File: src/rtl/xeng_pkg.sv
// Shared X-engine definitions: index-width helper, bank release state encoding
// and the default sample width.
package xeng_pkg;

  localparam int DATA_W_DEF = 16;

  typedef enum logic [1:0] {
    BANK_EMPTY   = 2'd0,
    BANK_FULL    = 2'd1,
    BANK_READING = 2'd2
  } bank_state_e;

  function automatic int log2_f(input int value);
    int r;
    r = 0;
    for (int i = 0; i < 31; i++) begin
      if ((1 << i) < value) r = i + 1;
    end
    return r;
  endfunction

endpackage

File: src/rtl/ant_buf_ram.sv
// Simple dual-port sample RAM: one write port, one registered read port.
// A read and a write to the same address on the same edge return the old word.
module ant_buf_ram import xeng_pkg::*; #(
  parameter int DATA_W = DATA_W_DEF,
  parameter int DEPTH  = 32,
  parameter int ADDR_W = 5
) (
  input  logic              clk,
  input  logic              wr_en,
  input  logic [ADDR_W-1:0] wr_addr,
  input  logic [DATA_W-1:0] wr_data,
  input  logic              rd_en,
  input  logic [ADDR_W-1:0] rd_addr,
  output logic [DATA_W-1:0] rd_data
);

  logic [DATA_W-1:0] mem_q [DEPTH];
  logic [DATA_W-1:0] rd_data_q;

  always_ff @(posedge clk) begin
    if (wr_en) mem_q[wr_addr] <= wr_data;
    if (rd_en) rd_data_q <= mem_q[rd_addr];
  end

  assign rd_data = rd_data_q;

endmodule

File: src/rtl/ant_pair_buf.sv
// Double-banked antenna sample buffer feeding baseline sample pairs to the CMAC.
// Optional saturating overflow event counter on output ovf_count: ANT_PAIR_BUF_OVF_CNT_EN.
//
// Bank release FSM (one per bank):
//   state        | meaning
//   BANK_EMPTY   | free for the writer
//   BANK_FULL    | window complete, not yet read
//   BANK_READING | being read; released by the first read of the other bank
module ant_pair_buf import xeng_pkg::*; #(
  parameter  int N_ANTS   = 16,
  parameter  int DATA_W   = DATA_W_DEF,
  localparam int ANT_BITS = log2_f(N_ANTS)
) (
  input  logic                clk,
  input  logic                rst_n,
  input  logic [DATA_W-1:0]   din,
  input  logic                din_valid,
  input  logic                din_sync,
  input  logic                en,
  input  logic [ANT_BITS-1:0] ant_a,
  input  logic [ANT_BITS-1:0] ant_b,
  input  logic                buf_sel,
  input  logic                last_triangle,
  output logic [DATA_W-1:0]   dout_a,
  output logic [DATA_W-1:0]   dout_b,
  output logic                dout_valid,
  output logic                dout_last_triangle,
  output logic [1:0]          bank_ready,
  output logic                overflow
`ifdef ANT_PAIR_BUF_OVF_CNT_EN
  ,
  output logic [15:0]         ovf_count
`endif
);

  localparam int ADDR_W = ANT_BITS + 1;

  logic [ANT_BITS-1:0] wr_idx_q, wr_idx_d, wr_slot;
  logic                wr_bank_q, wr_bank_d;
  logic                wr_wrap;
  logic                ovf_event;
  logic                overflow_q, overflow_d;
  bank_state_e         bank_st_q [2];
  bank_state_e         bank_st_d [2];

  logic                rd_vld_q, rd_vld_d;
  logic                rd_lt_q, rd_lt_d;
  logic [DATA_W-1:0]   ram_a, ram_b;
  logic [DATA_W-1:0]   dout_a_q, dout_a_d, dout_b_q, dout_b_d;
  logic                dout_valid_q, dout_valid_d;
  logic                dout_lt_q, dout_lt_d;

  // Sync forces this cycle's sample to slot 0, so a sync can never complete a window.
  always_comb begin
    wr_slot    = din_sync ? '0 : wr_idx_q;
    wr_wrap    = din_valid && (wr_slot == ANT_BITS'(N_ANTS - 1));
    ovf_event  = din_valid && (wr_slot == '0) && (bank_st_q[wr_bank_q] != BANK_EMPTY);
    wr_idx_d   = wr_idx_q;
    wr_bank_d  = wr_bank_q;
    overflow_d = overflow_q | ovf_event;
    if (din_valid) begin
      wr_idx_d = wr_slot + ANT_BITS'(1);
      if (wr_wrap) wr_bank_d = ~wr_bank_q;
    end else if (din_sync) begin
      wr_idx_d = '0;
    end
  end

  always_comb begin
    for (int k = 0; k < 2; k++) begin
      bank_st_d[k] = bank_st_q[k];
      case (bank_st_q[k])
        BANK_EMPTY:   if (wr_wrap && (wr_bank_q == 1'(k)))  bank_st_d[k] = BANK_FULL;
        BANK_FULL:    if (en && (buf_sel == 1'(k)))         bank_st_d[k] = BANK_READING;
        BANK_READING: if (en && (buf_sel != 1'(k)))         bank_st_d[k] = BANK_EMPTY;
        default:                                            bank_st_d[k] = BANK_EMPTY;
      endcase
    end
  end

  always_comb begin
    rd_vld_d     = en;
    rd_lt_d      = en & last_triangle;
    dout_valid_d = rd_vld_q;
    dout_lt_d    = rd_vld_q & rd_lt_q;
    dout_a_d     = rd_vld_q ? ram_a : dout_a_q;
    dout_b_d     = rd_vld_q ? ram_b : dout_b_q;
  end

  always_ff @(posedge clk) begin
    if (!rst_n) begin
      wr_idx_q     <= '0;
      wr_bank_q    <= 1'b0;
      overflow_q   <= 1'b0;
      bank_st_q[0] <= BANK_EMPTY;
      bank_st_q[1] <= BANK_EMPTY;
      rd_vld_q     <= 1'b0;
      rd_lt_q      <= 1'b0;
      dout_valid_q <= 1'b0;
      dout_lt_q    <= 1'b0;
      dout_a_q     <= '0;
      dout_b_q     <= '0;
    end else begin
      wr_idx_q     <= wr_idx_d;
      wr_bank_q    <= wr_bank_d;
      overflow_q   <= overflow_d;
      bank_st_q[0] <= bank_st_d[0];
      bank_st_q[1] <= bank_st_d[1];
      rd_vld_q     <= rd_vld_d;
      rd_lt_q      <= rd_lt_d;
      dout_valid_q <= dout_valid_d;
      dout_lt_q    <= dout_lt_d;
      dout_a_q     <= dout_a_d;
      dout_b_q     <= dout_b_d;
    end
  end

  // Two RAM copies share the write so both antennas of a baseline read in one cycle.
  ant_buf_ram #(.DATA_W(DATA_W), .DEPTH(2 * N_ANTS), .ADDR_W(ADDR_W)) u_ram_a (
    .clk     (clk),
    .wr_en   (din_valid),
    .wr_addr ({wr_bank_q, wr_slot}),
    .wr_data (din),
    .rd_en   (en),
    .rd_addr ({buf_sel, ant_a}),
    .rd_data (ram_a)
  );

  ant_buf_ram #(.DATA_W(DATA_W), .DEPTH(2 * N_ANTS), .ADDR_W(ADDR_W)) u_ram_b (
    .clk     (clk),
    .wr_en   (din_valid),
    .wr_addr ({wr_bank_q, wr_slot}),
    .wr_data (din),
    .rd_en   (en),
    .rd_addr ({buf_sel, ant_b}),
    .rd_data (ram_b)
  );

`ifdef ANT_PAIR_BUF_OVF_CNT_EN
  logic [15:0] ovf_count_q, ovf_count_d;

  always_comb begin
    ovf_count_d = ovf_count_q;
    if (ovf_event && (ovf_count_q != 16'hFFFF)) ovf_count_d = ovf_count_q + 16'd1;
  end

  always_ff @(posedge clk) begin
    if (!rst_n) ovf_count_q <= '0;
    else        ovf_count_q <= ovf_count_d;
  end

  assign ovf_count = ovf_count_q;
`endif

  assign dout_a             = dout_a_q;
  assign dout_b             = dout_b_q;
  assign dout_valid         = dout_valid_q;
  assign dout_last_triangle = dout_lt_q;
  assign bank_ready         = {bank_st_q[1] != BANK_EMPTY, bank_st_q[0] != BANK_EMPTY};
  assign overflow           = overflow_q;

endmodule

File: config.mk
export PLATFORM = sky130hd
export DESIGN_NAME = ant_pair_buf
export DESIGN_NICKNAME = d
export VERILOG_FILES = /design/src/rtl/xeng_pkg.sv /design/src/rtl/ant_buf_ram.sv /design/src/rtl/ant_pair_buf.sv
export SDC_FILE = /design/constraint.sdc
export NUM_CORES = 1
export LEC_CHECK = 0
export BUFFER_PORTS_ARGS = -buffer_cell sky130_fd_sc_hd__buf_2
export CAP_MARGIN = 20
export CORE_MARGIN = 3
export CORE_UTILIZATION = 60
export DETAILED_ROUTE_END_ITERATION = 10
export GPL_TIMING_DRIVEN = 0
export PLACE_DENSITY_LB_ADDON = 0.3
export SYNTH_ARGS = -nofsm -noshare
export SYNTH_HDL_FRONTEND = slang
export SYNTH_HIERARCHICAL = 1
export SYNTH_SLANG_ARGS = --single-unit
File: constraint.sdc
create_clock -name clk -period 5 [get_ports clk]
set_clock_uncertainty 0.1 [all_clocks]
set_input_delay 1 -clock clk [delete_from_list [all_inputs] [get_ports clk]]
set_output_delay 1 -clock clk [all_outputs]
set_load 0.02 [all_outputs]
---- Yosys cells after proc, flatten, opt, wreduce, memory -nomap -nowiden ----
Memories as Yosys holds them, arrays and structs flattened. A register that Yosys moved wholly into a read port is not among the register bits.
Cells that the tools add are included.
word-level totals
  register bits after elaboration ......... 42
  memory bits (writable) .................. 1028
  memories kept ........................... 3
  bits of input ports ..................... 31
memories
  name           words  bits a word  read ports  clocked after Yosys merged registers in  write ports  RTL line            text
  u_ram_a.mem_q  32     16           1           1                                        1            ant_buf_ram.sv:17   logic [DATA_W-1:0] mem_q [DEPTH];
  u_ram_b.mem_q  32     16           1           1                                        1            ant_buf_ram.sv:17
  bank_st_q      2      2            3           1                                        2            ant_pair_buf.sv:43  bank_state_e bank_st_q [2];
operators by class
  reductions and logical operators ........ 14
  muxes and demuxes ....................... 18
  $add $sub $neg .......................... 1
  bitwise operators ....................... 7
  equality and inequality tests ........... 5
operators by type and width
  kind                                            count
  two-way mux 2 bit                               8
  one-hot mux 2 bit (3 select lines)              2
  two-way mux 4 bit                               2
  logical AND 1 bit                               7
  two-way mux 1 bit                               6
  nonzero test 2 bit                              3
  adder 4 x 1 -> 4 bit (second input constant)    1
  == test 2 x 1 -> 1 bit (second input constant)  2
  == test 2 bit (second input constant)           2
  == test 4 bit (second input constant)           1
  zero test 2 bit                                 2
  zero test 4 bit                                 1
  bitwise OR 1 bit                                3
  AND 1 bit                                       2
  inverter 1 bit                                  2
  AND reduction 2 bit                             1

---- Longest topological paths before layout ----
Gate-level depths: netlist of the first run.
  word-level depth ........................ 7
  gate-level depth with buffers ........... 8
  depth with buffers taken out ............ 6

---- By module ----
The synthesis of the first run kept the hierarchy.
by module, submodules not included
  module        cells an instance  area each (um^2)  sequential area each (um^2)  instances
  ant_buf_ram   1143               20696.1           15855.2                      2
  ant_pair_buf  174                1765.4            940.9                        1

---- Least setup slack after synthesis of the first run ----
OpenSTA, ideal clock, no wires.
  kind .................................... input port to flip-flop
  start point ............................. input port din_sync
  end point ............................... memory u_ram_a/mem_q[20][0] (netlist name) (enable)
  data required time ...................... 4.512 ns
  library setup time ...................... 0.388 ns
  arrival time ............................ 2.586 ns
  path slack .............................. 1.925 ns
  cell stages on the path ................. 5
  path through ............................ nand2b_2 > inv_1 > or3b_2 > clkbuf_1 > nor2_1
on the way
  cells in the longest elaborated chain, start to end .. 1
ends and longest elaborated chain
  element             RTL line            text
  start: declaration  ant_pair_buf.sv:18  input logic din_sync,
  two-way mux 4 bit   n/a
  via wr_slot[1]      ant_pair_buf.sv:38  logic [ANT_BITS-1:0] wr_idx_q, wr_idx_d, wr_slot;
  end: declaration    ant_buf_ram.sv:17
The timed path passes the listed nets, and every way through them passes these cells.

---- Worst setup path in the final report of the first run ----
  start point ............................. input port din_sync
  end point ............................... memory u_ram_a/mem_q[10][12] (netlist name) (enable)
The elaborated chain is that of the path after synthesis.

==> results of run 1 <==
report_power, final:
part	switching (W)	internal, W	total (W)
Clock	0.00319	0.00462	0.00782
Combinational	0.000704	0.000352	0.00106
Sequential	0.0000260	0.0102	0.0102
Total	0.00392	0.0152	0.0191
metrics by stage:
step           total power [W]  utilization, %
4_1_cts                 0.0192            69.3
3_5_place_dp            0.0115            64.5
6_report                0.0191            69.3
2_1_floorplan           0.0110               -
3_3_place_gp            0.0114            63.2
5_1_grt                 0.0196            69.3
worst reg2reg max path: stages (launching register included):
cell and delay [ns]:
dfxtp_1 0.33, and2b_1 0.58, or3b_2 0.70, nor2_1 0.78, buf_4 0.31
metal layers:
metal / part of all wire, % / up-vias / global-route usage, %
met3: 8.0 / 219 / 3.78
met4: 4.2 / 0 / 11.4
li1: - / 10200 / -
met2: 49 / 1265 / 44.8
met5: 0 / - / 0
met1: 39 / 11900 / 36.8
Yosys cell counts (all sizes together), types with 11 or more instances:
master  number  share of area [%]
a21oi       67               0.79
a22o        64                1.3
a22oi      128                2.2
a31oi       33               0.48
buf        118                2.4
clkbuf      26               0.23
dfxtp       47                2.2
edfxtp    1056                 73
mux2i      545                 13
nand2       71               0.62
nand3       69               0.80
nand3b      11               0.19
nand4       32               0.46
nor2       105               0.95
nor3        34               0.39
cell usage in the layout (no fill, tap or decap), types with 32 or more instances in the layout:
cell          n
mux2i_1     545
clkbuf_16   110
a31oi_1      33
nor3_1       34
clkbuf_1     51
a21oi_1      66
a22o_1       64
nor2_1       94
dfxtp_1      47
buf_2       106
nand2_1      71
edfxtp_1   1056
nand4_1      32
nand3_1      69
buf_4        66
a22oi_1     128
buf_6        40
cell type report:
class	instances	area, um2	share of cell area [%]
antenna	4	10.0	0.0204
buffer	144	1130	2.31
clock buffer	143	2960	6.04
clock inverter	45	467	0.953
inverter	4	15.0	0.0307
multi-input combinational	1209	9380	19.2
sequential	1103	32700	66.7
tap	940	1180	2.40
timing repair buffer	134	1180	2.42
state kept, by name (all words and copies together), names as in the netlist, 4 cells and up, named ones only:
| register | count |
|---|---|
| dout_a | 16 |
| bank_st_q | 4 |
| u_ram_a/rd_data | 16 |
| u_ram_b/rd_data | 16 |
| wr_idx_q | 4 |
| u_ram_b/mem_q | 512 |
| u_ram_a/mem_q | 512 |
| dout_b | 16 |
path summary, 6_finish.rpt:
kind | startpoint | endpoint | slack [ns] | cells past startpoint
max reg2reg | wr_idx_q[2] | u_ram_a/mem_q[10][12] | 1.90 | 4
max | din_sync | u_ram_a/mem_q[10][12] | 1.73 | 5
min | rd_lt_q | dout_last_triangle | 0.37 | 1
min reg2reg | rd_lt_q | dout_last_triangle | 0.37 | 1
cells by family after synthesis:
| family | synth area share, % |
|---|---|
| AO/OA/AOI/OAI | 4.89 |
| XOR/XNOR | 0.0406 |
| adder cells (fa/ha/maj) | 0.0580 |
| buffers and inverters | 2.66 |
| flip-flops | 75.7 |
| multiplexers | 12.6 |
| AND/OR/NAND/NOR | 4.06 |
==> flow_metrics.tcl, run 1 <==
set metrics [dict create \
    status "finished, final reports clean" \
    antenna_left 0 \
    cts_tree "yes" \
    power_density_nw_per_um2 390 \
    fmax_mhz 306 \
    crit_type "primary input to flop" \
    htreeDepth 3 \
    gp_congestion 0.885 \
    grt_usage_pct 27.2 \
    nets 2734 \
    via_per_inst 6.34 \
    maxSlewViolCount 0 \
    die_h_um 274 \
    design_area_um2 49000 \
    worst_ep_required_time_ns 5.25 \
    wl_per_cell_um 27.4 \
    dieArea_um2 75200 \
    grt_pass1_vias 23200 \
    drive_gt1_share_pct 15.0 \
    cp-end-kind "flop" \
    start_kind "primary input" \
    finalHoldViolCount 0 \
    fin_crit_ns 3.27 \
    critPathBufInv 2 \
    grt_max_degree 45 \
    crit_family "simple AND/OR/NAND/NOR gates" \
    port_buffers 62 \
    post_cts.repair.setup_buffers 0 \
    cap_violations 0 \
    coreArea_um2 70600 \
    final_cells 3726 \
    drc 0 \
    core.rowCount 97 \
    fin_ws_ns 1.73 \
    dp_hpwl_mm 67.6 \
    finalCritPeriodShare_pct 65.3 \
    grt_pass1_wl_mm 149 \
    dp.cells 3534 \
    yosysWarnings 6 \
    drt_iter0_drc 2596 \
    wl_mm 102 \
    finalSetupViolations 0 \
    ys_async_sr_fraction_pct 0 \
    path_max_fanout 17 \
    fin_hold_ws_ns 0.372 \
    clock-sinks 1103 \
    fillerInstances 4474 \
    num_vias 23600 \
    clock_latency_ns 0.66 \
    synthFlopType "edfxtp_1" \
    synth.cell_area_um2 43200 \
    worst_pin_slew_ns 1.16 \
    start_util_pct 61.1 \
    synth_fp_nets 2493 \
    gr-total-overflow 0 \
    rsz0062_at_grt "false" \
    arrival_ns 3.52 \
    place_area_um2 45500 \
    cts_buffer_depth 3 \
    slowest_stage "nor2_1" \
    syn_avg_cell_area_um2 17.5 \
    io_pins 68 \
    max_stage_delay_ns 0.78 \
    maxSlewHeadroom_pct 22.4 \
    post_cts_resized 0 \
    power_leakage_nw 17.4 \
    pre_cts_ws_ns 1.14 \
    syn2layout_area_growth_pct 13.5 \
    hold_buffers 0 \
    seq_area_frac_synth_pct 75.7 \
    hold_class "flop to flop" \
    firstDrtPassIters 6 \
    synth_edf_count 1056 \
    die_w_um 274 \
    clk_pin_slew_worst_paths_ns 0.06 \
    syn-instance-count 2460 \
    antenna_found_initial 1 \
    numCtsBuffers 105 \
    tns_ns 0 \
    crit_chain "buf_2 -> and2b_1 -> or3b_2 -> nor2_1 -> buf_4" \
    worst_ir_drop_vdd_uv 332 \
    synth.distinct_cells 40 \
    ys_ff_latch 1103 \
    clock-root-buffer "clkbuf_16" \
]
Note: power is estimated with default switching activity, not from simulation.
==> run 2: changes to the inputs <==
==> constraint.sdc (replaced) <==
create_clock -name clk -period 3.1 [get_ports clk]
set_clock_uncertainty 0.1 [all_clocks]
set_input_delay 0.62 -clock clk [delete_from_list [all_inputs] [get_ports clk]]
set_output_delay 0.62 -clock clk [all_outputs]
set_load 0.02 [all_outputs]
==> run 2 against run 1 <==
Net effect: count of clock-buffer cells in the layout did not move; total power is 61% higher; core utilization about the same; critical path type is now flop to flop; largest cell class unchanged; largest power group unchanged.
==> flow_metrics.tcl, run 2 (synthesis gave the netlist of run 1 again) <==
set metrics [dict create \
    num_vias 23600 \
    port_buffers 62 \
    wl_mm 102 \
    rr_startpoint "wr_idx_q[3]" \
    cp-endpoint "u_ram_a/mem_q[10][12]" \
    finalHoldViolCount 0 \
    maxSlewViolCount 0 \
    reg2regPathDepth 5 \
    antenna_found_initial 1 \
    cts_buffer_depth 3 \
    syn2layout_area_growth_pct 13.5 \
    worst_r2r_endpoint "u_ram_a/mem_q[10][12]" \
    power.switching_w 0.00632 \
    clock-root-buffer "clkbuf_16" \
    maxSlewHeadroom_pct 29.8 \
    seqPwrFrac_pct 53.5 \
    multi_input_area_um2 9380 \
    slowest_stage "nor2_1" \
    finalSetupViolations 0 \
    crit_path_start "wr_idx_q[3]" \
    clock-sinks 1103 \
    numCtsBuffers 105 \
    dp.cells 3534 \
    coreArea_um2 70600 \
    final_cells 3726 \
    grt_pass1_wl_mm 149 \
    reg_top3 "u_ram_a/mem_q (512), u_ram_b/mem_q (512)" \
    worst-r2r-setup-slack_ns 0.01 \
    via_per_inst 6.34 \
    start_kind "flop" \
    power_frac_clock_pct 40.9 \
    layout_common_cells "edfxtp_1 (1,056), mux2i_1 (545), a22oi_1 (128)" \
    clk_pin_slew_worst_paths_ns 0.06 \
    grt_pass1_vias 23200 \
    drive_gt1_share_pct 15.0 \
    worst_ir_drop_vdd_uv 536 \
    cp-end-kind "flop" \
    post_cts.repair.setup_buffers 0 \
    core.rowCount 97 \
    finalCritPeriodShare_pct 99.6 \
    worst_pin_slew_ns 1.05 \
    fillerInstances 4473 \
    fmax_mhz 324 \
    max_stage_delay_ns 0.78 \
    drc 0 \
    clock_latency_ns 0.66 \
    path_max_fanout 23 \
    power_leakage_nw 17.4 \
    grt_max_degree 45 \
    post_cts_resized 0 \
    io_pins 68 \
    rsz0062_at_grt "true" \
    cap_violations 0 \
    die_h_um 274 \
    final_common_cell "edfxtp_1" \
    status "finished, final reports clean" \
    power_density_nw_per_um2 629 \
    dieArea_um2 75200 \
    worst_ep_required_time_ns 3.35 \
    register_area_um2 32700 \
    gp_congestion 0.885 \
    p_sw_share_pct 20.5 \
    antenna_left 0 \
    combPwrFrac_pct 5.5 \
    total_power_w 0.0308 \
    dp_hpwl_mm 67.6 \
    gr-total-overflow 0 \
    wl_per_cell_um 27.4 \
    hold_class "primary input to flop" \
    cts_tree "yes" \
    grt_usage_pct 27.2 \
    arrival_ns 3.34 \
    hold_buffers 0 \
    crit_chain "nor2b_1 -> buf_2 -> or3b_2 -> nor2_1 -> buf_4" \
    start_util_pct 61.1 \
    fin_crit_ns 3.09 \
    drt_iter0_drc 2596 \
    firstDrtPassIters 6 \
    die_w_um 274 \
    crit_type "flop to flop" \
    htreeDepth 3 \
    nets 2734 \
    intPower_w 0.0245 \
]
## run 2: changes by cell type in the layout (fill, tap and decap cells not counted)
| cell | change |
|---|---|
| and2b_2 | +1 |
| and2b_1 | -1 |
## run 2: critical path: cells and delay by family, from the launching register on
family	cells	cell delay [ns]
buffers and inverters	2	0.89
and+or+nand+nor	3	1.45
DFF	1	0.33
## run 2: layout make-up
class / count / share of cell area (%)
flip-flops and latches: 1103 / 66.7
multi-input cells: 1209 / 19.2
clock buffers: 143 / 6.04
repair buffers: 134 / 2.42
well taps: 940 / 2.40
plain buffers: 144 / 2.31
clock inverters: 45 / 0.953
inverters: 4 / 0.0307
diodes: 4 / 0.0204
## run 2: per-stage QoR
stage	instance area (um2)	util, %	setup TNS (ns)	setup slack [ns]	hold WS (ns)
final	49000	69.3	0	0.0132	0.0890
after global placement	44600	63.2	-424.00	-0.631	0.344
after global routing	49000	69.3	-0.186	-0.0160	0.0989
after detailed placement	45500	64.5	-74.86	-0.383	0.356
after floorplan	43200	-	0	0.405	0.332
after CTS	49000	69.3	0	0.0160	0.0523
## run 2: how the worst min path moves through the flow
stage               startpoint                 end  slack [ns]  depth (start not counted)
3_3_place_gp           rd_lt_q  dout_last_triangle        0.34                          1
5_1_grt          last_triangle             rd_lt_q         0.1                          2
4_1_cts          last_triangle             rd_lt_q        0.05                          2
6_report         last_triangle             rd_lt_q        0.09                          2
2_1_floorplan  bank_st_q[1][1]     bank_st_q[1][0]        0.33                          1
3_5_place_dp   bank_st_q[1][1]     bank_st_q[1][0]        0.36                          1
## run 2: layer usage
layer  track usage [%]  vias to the layer above  share of wire, %
li1                  -                    10200                 -
met2              44.8                     1268                49
met4              11.4                        0               4.3
met1              36.8                    11900                39
met3              3.78                      226               8.0
met5                 0                        -                 0
## run 2: power by group through the flow
stage               clock, W  combinational (W)  sequential (W)
finish                0.0126            0.00170          0.0165
global route          0.0133            0.00179          0.0165
CTS                   0.0127            0.00169          0.0165
detailed placement         0            0.00168          0.0168
global placement           0            0.00158          0.0168
floorplan                  0           0.000884          0.0168
